<file path="src/rtl/pattern_reader_8x2.sv">
// -----------------------------------------------------------------------------
// pattern_reader_8x2
//
// Plays back an eight-slot, 2-bit-per-slot pattern on a one-hot LED bus.
// On an accepted start the eight slots are copied into a private snapshot.
// Each slot is then shown for STEP_CYCLES clock cycles. A one-cycle
// play_done pulse marks normal completion. Later writes to the pattern
// inputs cannot disturb a playback that is already running.
//
// Optional feature (macro PATTERN_LOOP_EN):
//   When defined, an extra input `loop` is present. loop=1 in the last cycle
//   of slot 7 wraps back to slot 0 of the same snapshot instead of finishing.
//   When undefined, the port is absent and playback always finishes.
//
// Parameters
//   STEP_CYCLES  cycles each slot is held on the output (1..255)
//
// Ports
//   clk               rising-edge clock
//   rst               synchronous reset, active low
//   reg_in0..reg_in7  pattern slots 0..7 from the pattern writer
//   ready             all eight slots valid (writer's done)
//   start             single-cycle playback request (honoured in IDLE only)
//   stop              abort playback (honoured in PLAY only)
//   loop              wrap request (PATTERN_LOOP_EN builds only)
//   led_code          code of the slot currently playing (registered)
//   led               one-hot decode of led_code while busy, else 0
//   slot_idx          index of the slot currently playing
//   busy              high while playback is active
//   play_done         one-cycle pulse on normal completion
//   state_dbg         current FSM state (IDLE=0, PLAY=1, DONE=2)
//
// Handshake: start is a level sampled on a rising edge. It is accepted only
// when the FSM is in IDLE and ready=1 at that same edge. There is no
// acknowledge. busy rising on the following cycle confirms acceptance.
// stop is sampled the same way and only acts while busy=1.
// -----------------------------------------------------------------------------
module pattern_reader_8x2 #(
  parameter int STEP_CYCLES = 4
) (
  input  logic       clk,
  input  logic       rst,
  input  logic [1:0] reg_in0,
  input  logic [1:0] reg_in1,
  input  logic [1:0] reg_in2,
  input  logic [1:0] reg_in3,
  input  logic [1:0] reg_in4,
  input  logic [1:0] reg_in5,
  input  logic [1:0] reg_in6,
  input  logic [1:0] reg_in7,
  input  logic       ready,
  input  logic       start,
  input  logic       stop,
`ifdef PATTERN_LOOP_EN
  input  logic       loop,
`endif
  output logic [1:0] led_code,
  output logic [3:0] led,
  output logic [2:0] slot_idx,
  output logic       busy,
  output logic       play_done,
  output logic [1:0] state_dbg
);

  typedef enum logic [1:0] {
    IDLE = 2'd0,
    PLAY = 2'd1,
    DONE = 2'd2
  } state_t;

  // Prescaler terminal value. The prescaler runs 0..PRESC_LAST within a slot.
  localparam logic [7:0] PRESC_LAST = 8'(STEP_CYCLES - 1);

  state_t      state;
  logic [15:0] snap;    // slot n lives in snap[2n+1:2n]
  logic [7:0]  presc;

  logic [15:0] pattern_in;
  logic [2:0]  nxt_slot;
  logic [1:0]  nxt_code;
  logic        slot_last;
  logic        loop_en;

  assign pattern_in = {reg_in7, reg_in6, reg_in5, reg_in4,
                       reg_in3, reg_in2, reg_in1, reg_in0};

`ifdef PATTERN_LOOP_EN
  assign loop_en = loop;
`else
  assign loop_en = 1'b0;
`endif

  // slot_idx+1 wraps 7 -> 0 naturally. The loop wrap therefore reads slot 0
  // of the snapshot without any special case.
  assign nxt_slot  = slot_idx + 3'd1;
  assign nxt_code  = snap[{nxt_slot, 1'b0} +: 2];
  assign slot_last = (presc == PRESC_LAST);

  assign state_dbg = state;

  always_ff @(posedge clk) begin
    if (!rst) begin
      state     <= IDLE;
      snap      <= '0;
      presc     <= '0;
      slot_idx  <= '0;
      led_code  <= '0;
      led       <= '0;
      busy      <= 1'b0;
      play_done <= 1'b0;
    end else begin
      case (state)
        IDLE: begin
          play_done <= 1'b0;
          presc     <= '0;
          slot_idx  <= '0;
          // A concurrent stop is meaningless here, so start wins.
          if (start && ready) begin
            state    <= PLAY;
            snap     <= pattern_in;
            led_code <= reg_in0;
            led      <= 4'b0001 << reg_in0;
            busy     <= 1'b1;
          end else begin
            led_code <= '0;
            led      <= '0;
            busy     <= 1'b0;
          end
        end

        PLAY: begin
          // Stop outranks slot advance and completion in the same cycle.
          // start is deliberately ignored here, so there is no restart.
          if (stop) begin
            state     <= IDLE;
            presc     <= '0;
            slot_idx  <= '0;
            led_code  <= '0;
            led       <= '0;
            busy      <= 1'b0;
            play_done <= 1'b0;
          end else if (slot_last) begin
            presc <= '0;
            if (slot_idx == 3'd7 && !loop_en) begin
              state     <= DONE;
              slot_idx  <= '0;
              led_code  <= '0;
              led       <= '0;
              busy      <= 1'b0;
              play_done <= 1'b1;
            end else begin
              slot_idx <= nxt_slot;
              led_code <= nxt_code;
              led      <= 4'b0001 << nxt_code;
            end
          end else begin
            presc <= presc + 8'd1;
          end
        end

        DONE: begin
          // Single completion cycle. start and stop are both ignored.
          state     <= IDLE;
          play_done <= 1'b0;
          presc     <= '0;
          slot_idx  <= '0;
          led_code  <= '0;
          led       <= '0;
          busy      <= 1'b0;
        end

        default: begin
          state     <= IDLE;
          presc     <= '0;
          slot_idx  <= '0;
          led_code  <= '0;
          led       <= '0;
          busy      <= 1'b0;
          play_done <= 1'b0;
        end
      endcase
    end
  end

endmodule

</file>
<file path="config.mk">
export PLATFORM = sky130hd
export DESIGN_NAME = pattern_reader_8x2
export DESIGN_NICKNAME = d
export VERILOG_FILES = /design/src/rtl/pattern_reader_8x2.sv
export SDC_FILE = /design/constraint.sdc
export NUM_CORES = 1
export LEC_CHECK = 0
export BUFFER_PORTS_ARGS = -buffer_cell sky130_fd_sc_hd__buf_2
export CAP_MARGIN = 20
export CORE_UTILIZATION = 45
export DETAILED_ROUTE_END_ITERATION = 6
export PLACE_DENSITY = 0.78
export SKIP_LAST_GASP = 1
export SYNTH_ARGS = -nofsm -noshare
export SYNTH_HDL_FRONTEND = slang
export SYNTH_SLANG_ARGS = --single-unit
</file>
<file path="constraint.sdc">
create_clock -name clk -period 2.6 [get_ports clk]
set_input_delay 0.13 -clock clk [delete_from_list [all_inputs] [get_ports clk]]
set_output_delay 0.13 -clock clk [all_outputs]
set_load 0.05 [all_outputs]
</file>
==> qor.csv <==
metric,value,unit
final setup TNS,0,ns
Ports,34,
Syn Nets,207,
CTS Buf Count,5,
Setup WS pre-CTS,0.487,ns
Slew @ Worst Pin,0.735,ns
ys flop type,dfxtp_1,
Clock Skews,0.00589,ns
post-route ant nets,0,
register area share after synthesis,43.9,%
detailed placement HPWL,2610,um
total core area,3470,sq um
Crit. Startpoint,slot_idx[0],
Design Power,1.13,mW
Final Hold Fails,0,
Setup-failing EPs final,0,
clock slew at reported path FFs,0.07,ns
most frequent cells in the layout,"43 x nand2_1, 37 x dfxtp_1, 33 x buf_2",
GRT Total Usage,20.3,%
cts-stage hold buffer count,0,
"Distinct cells, synth",41,
number of DRC markers in iteration 0,98,
worst min-delay path class,in -> reg,
Die X,63.2,um
Layout Nets,240,
async set-reset flop share out of synthesis,0,%
Critical Path RT,2.75,ns
Final WS setup,0.468,ns
Setup crit start kind,flip-flop,
fin crit share,82.0,%
initial antenna violation count,0,
Via density,5.31,
Mapped Area,1690,sq um
CTS tree,done,
Setup Buffers After CTS,0,
antenna cell count,0,
Critical Path End Type,flip-flop,
Vias,1396,
layout cells sized above 1,24.9,%
Bufs on Longest Clock Path,2,
Final Max Tran Viols,0,
PwrDens,570,nW/um^2
post-CTS sizing,0,
Clock Tree Root,clkbuf_8,
Slew headroom,51.0,%
Highest Clock Rate,0.469,GHz
crit path time final,2.13,ns
RSZ-0062 raised after global routing,no,
Layout area overhead,17.3,%
clock sink count,37,
clock latency on the worst-skew pair,0.29,ns
htree depth,2,
CP arrival,2.29,ns
first-pass GRT wire length,6270,um
CP max FO,10,
"commonest non-fill, non-tap cell in the layout",nand2_1,
Syn Inst Count,183,
vias in the first global route,1345,
input/output buffers,33,
outcome,completed,
WL/cell,13.5,um
Initial Utilization,48.6,%
WL final,3550,um
worst reg2reg startpoint,slot_idx[0],
die area,4000,sq um
hold path startpoint,reg_in2[1],
GRT overflow,0,
"FF+latch count, synth",37,
largest net degree at the start of global routing,23,
syn_area_per_cell,9.22,sq um
Peak VDD IR,0.415,mV
worst hold slack,0.0852,ns
drt pass-1 iters,5,
max_cap viols,0,
DR DRC count,0,
Die Span Y,63.2,um
leak pwr,0.763,nW
Std-Cell Rows,21,
yosys warns,0,
Final Wtd Congestion,0.779,
WS Path Type,reg -> reg,
number of synthesized flops with an enable pin,0,
## cell usage after synthesis, types with 3 or more instances
cell type,number,area [sq um]
and3_1,3,18.8
nor2_1,11,41.3
clkbuf_1,5,18.8
a21oi_1,6,30.0
o221ai_1,3,26.3
dfxtp_1,37,741
a21boi_0,16,120
nand3_1,9,45.0
xor2_1,5,43.8
ha_1,3,37.5
nand3b_1,3,22.5
mux2i_1,4,40.0
nand2_1,43,161
## layer usage
layer	track usage, %	routed length, um	share of wire (%)	vias to the layer above
met4	9.66	82	2.3	0
met2	31.7	1600	45	39
met3	5.43	160	4.5	9
met5	0	0	0	-
met1	25.7	1710	48	643
li1	-	-	-	705
## registers in the layout (all words and copies together) (netlist names)
signal,cells
led,4
play_done,1
led_code,2
slot_idx,3
snap,16
state_dbg,2
presc,8
busy,1
## per-stage QoR
step	std cells	area (sq um)	util, %
4_1_cts	263	1980	57.0
6_report	263	1980	57.0
3_5_place_dp	255	1880	54.1
5_1_grt	263	1980	57.0
3_3_place_gp	255	1880	54.1
2_1_floorplan	183	1690	-
## report_power, final
| group | switching [mW] | internal (mW) |
|---|---|---|
| sequential | 0.0102 | 0.583 |
| combinational | 0.0604 | 0.0380 |
| clock | 0.196 | 0.239 |
## cell type report
type                       count  area (sq um)
clock buffer                   7          96.3
clock inverter                 1          5.00
fill                         342          1490
multi-input combinational    137           902
timing repair buffer          34           173
inverter                       1          3.75
sequential                    37           741
tap                           46          57.6
## worst paths after layout
kind | endpoint | slack [ns] | cells after the start
worst max-delay path | led[3] | 0.47 | 5
worst min-delay path | snap[5] | 0.09 | 3
worst max register to register | led[3] | 0.47 | 5
worst min register to register | snap[4] | 0.46 | 2
## worst max-delay path: stages (launching register included)
cell and delay (ns):
dfxtp_1 0.58, ha_1 0.36, mux4_2 0.56, mux2i_4 0.20, a211o_1 0.17, o221ai_1 0.13
## kinds of logic (layout without fill, tap and decap cells)
kind of cell,count (synthesis),in the layout,share of synthesized area (%)
AND/OR/NAND/NOR,85,85,25.0
AO/OA/AOI/OAI,36,36,16.8
flip-flops,37,37,43.9
buffers and inverters,9,43,2.60
adder cells (fa/ha/maj),3,3,2.23
XOR/XNOR,6,6,3.12
multiplexers,7,7,6.38
No activity file was read; power rests on OpenSTA's default activity.
